### src/rtl/cpu_pkg.sv
// Shared definitions for the fetch stage: state encoding, reset/geometry
// defaults and the jump/branch opcodes the Controller decodes.
package cpu_pkg;

    typedef enum logic [1:0] {
        S_FETCH = 2'd0,
        S_LOAD  = 2'd1,
        S_EXEC  = 2'd2
    } fetch_state_e;

    localparam logic [31:0] PC_RESET_DEF = 32'h0000_0000;
    localparam int          IMEM_AW_DEF  = 14;

    localparam logic [5:0] OP_J   = 6'b000010;
    localparam logic [5:0] OP_JAL = 6'b000011;
    localparam logic [5:0] OP_BEQ = 6'b000100;
    localparam logic [5:0] OP_BNE = 6'b000101;

    // Force an address onto a word boundary.
    function automatic logic [31:0] word_align(input logic [31:0] a);
        return {a[31:2], 2'b00};
    endfunction

endpackage

### src/rtl/npc_calc.sv
// Next-PC selection: jr, then j/jal, then taken branch, else sequential.
// Purely combinational; all arithmetic wraps modulo 2^32.
module npc_calc
    import cpu_pkg::*;
(
    input  logic [31:0] pc,
    input  logic [25:0] jidx,
    input  logic        jr,
    input  logic        jmp,
    input  logic        jal,
    input  logic        branch,
    input  logic        nbranch,
    input  logic        zero,
    input  logic [31:0] rs_val,
    input  logic [31:0] imm,
    output logic [31:0] pc_plus4,
    output logic [31:0] next_pc
);

    logic [31:0] br_target;
    logic        br_taken;

    // Priority mux; the order matters when the Controller asserts several.
    always_comb begin
        pc_plus4  = pc + 32'd4;
        br_target = pc_plus4 + {imm[29:0], 2'b00};
        br_taken  = (branch && zero) || (nbranch && !zero);
        next_pc   = pc_plus4;
        if (jr)
            next_pc = word_align(rs_val);
        else if (jmp || jal)
            next_pc = {pc_plus4[31:28], jidx, 2'b00};
        else if (br_taken)
            next_pc = br_target;
    end

endmodule

### src/rtl/ifetch_unit.sv
// Instruction fetch stage: PC, instruction register, retired counter and a
// three-state FETCH/LOAD/EXEC sequencer whose EXEC exit is the commit strobe.
module ifetch_unit
    import cpu_pkg::*;
#(
    parameter logic [31:0] PC_RESET = PC_RESET_DEF,
    parameter int          IMEM_AW  = IMEM_AW_DEF
) (
    input  logic               clock,
    input  logic               reset,
    input  logic               Jr,
    input  logic               Jmp,
    input  logic               Jal,
    input  logic               Branch,
    input  logic               nBranch,
    input  logic               Zero,
    input  logic [31:0]        Read_data_1,
    input  logic [31:0]        Imm_extend,
    input  logic               hold,
    output logic               imem_en,
    output logic [IMEM_AW-1:0] imem_addr,
    input  logic [31:0]        imem_rdata,
    output logic [31:0]        Instruction,
    output logic [5:0]         opcode,
    output logic [5:0]         funct,
    output logic               instr_valid,
    output logic [31:0]        pc,
    output logic [31:0]        link_addr,
    output logic [31:0]        instr_count
);

    fetch_state_e state_q, state_d;
    logic [31:0]  pc_q, pc_d;
    logic [31:0]  ir_q, ir_d;
    logic [31:0]  cnt_q, cnt_d;
    logic [31:0]  pc_plus4;
    logic [31:0]  next_pc;

    npc_calc u_npc (
        .pc       (pc_q),
        .jidx     (ir_q[25:0]),
        .jr       (Jr),
        .jmp      (Jmp),
        .jal      (Jal),
        .branch   (Branch),
        .nbranch  (nBranch),
        .zero     (Zero),
        .rs_val   (Read_data_1),
        .imm      (Imm_extend),
        .pc_plus4 (pc_plus4),
        .next_pc  (next_pc)
    );

    // Sequencer: fetch, capture IR, then commit unless stalled by hold.
    always_comb begin
        state_d     = state_q;
        pc_d        = pc_q;
        ir_d        = ir_q;
        cnt_d       = cnt_q;
        imem_en     = 1'b0;
        instr_valid = 1'b0;
        case (state_q)
            S_FETCH: begin
                imem_en = 1'b1;
                state_d = S_LOAD;
            end
            S_LOAD: begin
                ir_d    = imem_rdata;
                state_d = S_EXEC;
            end
            S_EXEC: begin
                if (!hold) begin
                    instr_valid = 1'b1;
                    pc_d        = next_pc;
                    cnt_d       = cnt_q + 32'd1;
                    state_d     = S_FETCH;
                end
            end
            default: state_d = S_FETCH;
        endcase
        // Nothing escapes while reset is held, even before the first edge.
        if (reset) begin
            imem_en     = 1'b0;
            instr_valid = 1'b0;
        end
    end

    // State registers; reset aborts any in-flight instruction without commit.
    always_ff @(posedge clock) begin
        if (reset) begin
            state_q <= S_FETCH;
            pc_q    <= PC_RESET;
            ir_q    <= 32'd0;
            cnt_q   <= 32'd0;
        end else begin
            state_q <= state_d;
            pc_q    <= pc_d;
            ir_q    <= ir_d;
            cnt_q   <= cnt_d;
        end
    end

    assign imem_addr   = pc_q[IMEM_AW+1:2];
    assign Instruction = reset ? 32'd0 : ir_q;
    assign opcode      = Instruction[31:26];
    assign funct       = Instruction[5:0];
    assign pc          = pc_q;
    assign link_addr   = reset ? (PC_RESET + 32'd4) : pc_plus4;
    assign instr_count = cnt_q;

endmodule

### config.mk
export PLATFORM = sky130hd
export DESIGN_NAME = ifetch_unit
export DESIGN_NICKNAME = d
export VERILOG_FILES = /design/src/rtl/cpu_pkg.sv /design/src/rtl/npc_calc.sv /design/src/rtl/ifetch_unit.sv
export SDC_FILE = /design/constraint.sdc
export NUM_CORES = 1
export LEC_CHECK = 0
export CAP_MARGIN = 5
export CORE_MARGIN = 2
export CORE_UTILIZATION = 50
export CTS_BUF_LIST = sky130_fd_sc_hd__clkbuf_8 sky130_fd_sc_hd__clkbuf_16
export DETAILED_ROUTE_END_ITERATION = 8
export PLACE_DENSITY = 0.94
export SLEW_MARGIN = 30
export SYNTH_ARGS = -nofsm -noshare
export SYNTH_HDL_FRONTEND = slang
export SYNTH_SLANG_ARGS = --single-unit
### constraint.sdc
create_clock -name clock -period 7.7 [get_ports clock]
set_input_delay 0.77 -clock clock [delete_from_list [all_inputs] [get_ports clock]]
set_output_delay 0.77 -clock clock [all_outputs]
set_load 0.02 [all_outputs]
==> impl_results.md <==
* Status: finished clean
* Leading cell type in the layout, fill and taps excluded: clkdlybuf4s50_1
* Final core utilization at 70.8%
* Gpl congestion at 0.962
* Top_reg_cell synth: dfxtp_1
* WP data arrival at 4470 ps
* CP Max Fanout at 8
* Gr ovfl total at 0
* Critical path class: flop to flop
* Worst-path clk slew at 70 ps
* First-pass iteration count of the detailed router at 6
* Gr busiest metal: met2
* Starting Density at 51.5%
* Max clock buf depth at 2
* Synth top area share at 26.8%
* Clock H-tree levels at 3
* Peak VDD IR at 0.112 mV
* R2R cell count at 14
* Area delta synth->final at 37.4%
* Iter 0 DRT Violations at 742
* Worst Hold Class: flop to flop
* Most frequent cells in the layout: clkdlybuf4s50_1, nand2_1, a21oi_1
* Initial antenna violation count at 1
* Tmin final at 4270 ps
* Min-Delay Path Depth at 2
* Skew-Pair Late Insertion Delay at 340 ps
* CTS Sinks at 96
* Top post-synthesis cells by area: dfxtp_1, nand2_1, a21oi_1
* Leak at 3.78 nW
* Pwr Total at 1.35 mW
* CP endpoint kind: flop
* Pwr/cell area at 137 mW/mm^2
* Total Wirelength at 24100 um
* Resize count post-CTS at 0
* Num rows at 43
* Via density at 5.71
* Pin count of the biggest net entering global routing at 107
* RSZ-0062 raised after global routing: false
* # hold bufs at CTS at 0
* Post-CTS Setup Bufs at 0
* Final Slew Violations at 0
* Final hold viol count at 0
* Worst Skew at 7.58 ps
* Post-synthesis cell type count at 68
* First-pass GRT wire length at 37400 um
* Seq/Total Area, Yosys at 26.8%
* Final setup viols at 0
* Slew HR at 47.9%
* GRT Util Overall at 31.3%
* Total of warnings raised by yosys at 0
* CTS Root Cell: clkbuf_16
* Post-Syn Area at 0.00718 mm^2
* Fmax at 234 MHz
* DIE AREA at 0.0153 mm^2
* WP data required at 7910 ps
* IO buf count at 252
* Synthesized flop and latch total at 96
* Antenna Nets Post-Route at 0
* Nets at 1306
* EDFF count, synth at 0
* Synth async-reset ratio at 0%
* Final hold slack at 454 ps
* Crit share post-route at 55.4%
* Area of all placed cells without fillers at 0.00986 mm^2
* DRC viols at 0
* TritonCTS clock tree: built
* I/O pin cnt at 261
* Setup TNS at 0 ps
* GR Util met1 at 44.3%
* Core footprint at 0.0139 mm^2
* Placed Area at 0.00956 mm^2
* Vias in the first global route at 6991
* HPWL Detailed at 18300 um
* Total number of vias at 7697
* Synth Area per Inst at 7.38 um^2
* Synth area leader: dfxtp_1
* Slew @ Worst Pin at 781 ps
* Layout cells sized above 1 at 4.11%
* M2 GR Usage at 48.9%
* Clock buffer count from CTS at 9
* Height of the die at 124 um
* Max_cap viols at 0
* Post-DR wirelength/cell at 17.9 um
* Die width at 124 um
* Gate Count Post-Synth at 973
* Crit start category: flop
* Met3 Track Usage GR at 4.49%
==> per-layer routing <==
| layer | vias to the layer above | part of all wire (%) |
|---|---|---|
| met5 | - | 0 |
| met4 | 0 | 2.1 |
| met2 | 353 | 46 |
| met3 | 33 | 7.9 |
| li1 | 3733 | - |
| met1 | 3578 | 44 |
==> final timing paths <==
path	to	slack (ps)	from
setup / recovery	pc[27]	3430	pc[4]
hold / removal	ir_q[31]	450	ir_q[31]
setup reg to reg	pc[27]	3430	pc[4]
hold reg to reg	ir_q[31]	450	ir_q[31]
==> area by class of cell <==
| cell class | instances | area (um^2) |
|---|---|---|
| multi-input cells | 772 | 4750 |
| fillers | 1090 | 4070 |
| repair buffers | 259 | 2580 |
| flip-flops and latches | 96 | 1920 |
| clock buffers | 9 | 225 |
| well taps | 180 | 225 |
| inverters | 24 | 90.1 |
| clock inverters | 7 | 72.6 |
| diodes | 1 | 2.50 |
==> through the flow <==
step                std cells  setup WS (ps)
detailed placement       1331           3580
floorplan                 976           4080
CTS                      1347           3530
global placement         1331           3590
finish                   1348           3430
global route             1348           3150
==> worst max-delay path, stage by stage, from the launching register on <==
cell,delay (ps)
dfxtp_1,540
and4_1,370
nand4_2,270
nor2_1,200
xor2_1,280
ha_1,340
a21oi_1,210
a21boi_0,150
o311ai_0,630
a31oi_1,270
o21ai_1,270
o21ai_0,170
xor2_1,180
o21ai_1,170
a211oi_2,80
==> where the power goes <==
group | internal [mW] | total, mW | switching, mW | leakage, nW
clock | 0.253 | 0.450 | 0.197 | 0.152
combinational | 0.160 | 0.356 | 0.195 | 2.85
sequential | 0.516 | 0.542 | 0.0252 | 0.779
==> cells by family after synthesis <==
| family | synth area share [%] |
|---|---|
| other | 0.0522 |
| buffers and inverters | 7.35 |
| muxes | 0.993 |
| and+or+nand+nor | 27.8 |
| adders and majority gates | 6.90 |
| AOI/OAI and AO/OA | 20.5 |
| xor gates and xnor gates | 9.62 |
| DFF | 26.8 |
==> sequential cells by signal (all words and copies together), names as in the netlist <==
name / cells
instr_count: 32
ir_q: 32
pc: 30
state_q: 2
==> synth_stat cells, types with 7 or more instances <==
master    instances
nand3_1          30
nor3_1           25
dfxtp_1          96
buf_4            30
o21bai_1          8
xor2_1           34
o21ai_0          32
clkbuf_1         47
and3_1           14
nand2_1         136
inv_1            24
a21oi_1          99
a211oi_1         17
xnor2_1          38
nor2b_1          57
o22ai_1           7
a21o_1           11
nand4_1          16
o211ai_1          8
ha_1             38
nor2_1           99
Note: power is estimated with default switching activity, not from simulation.
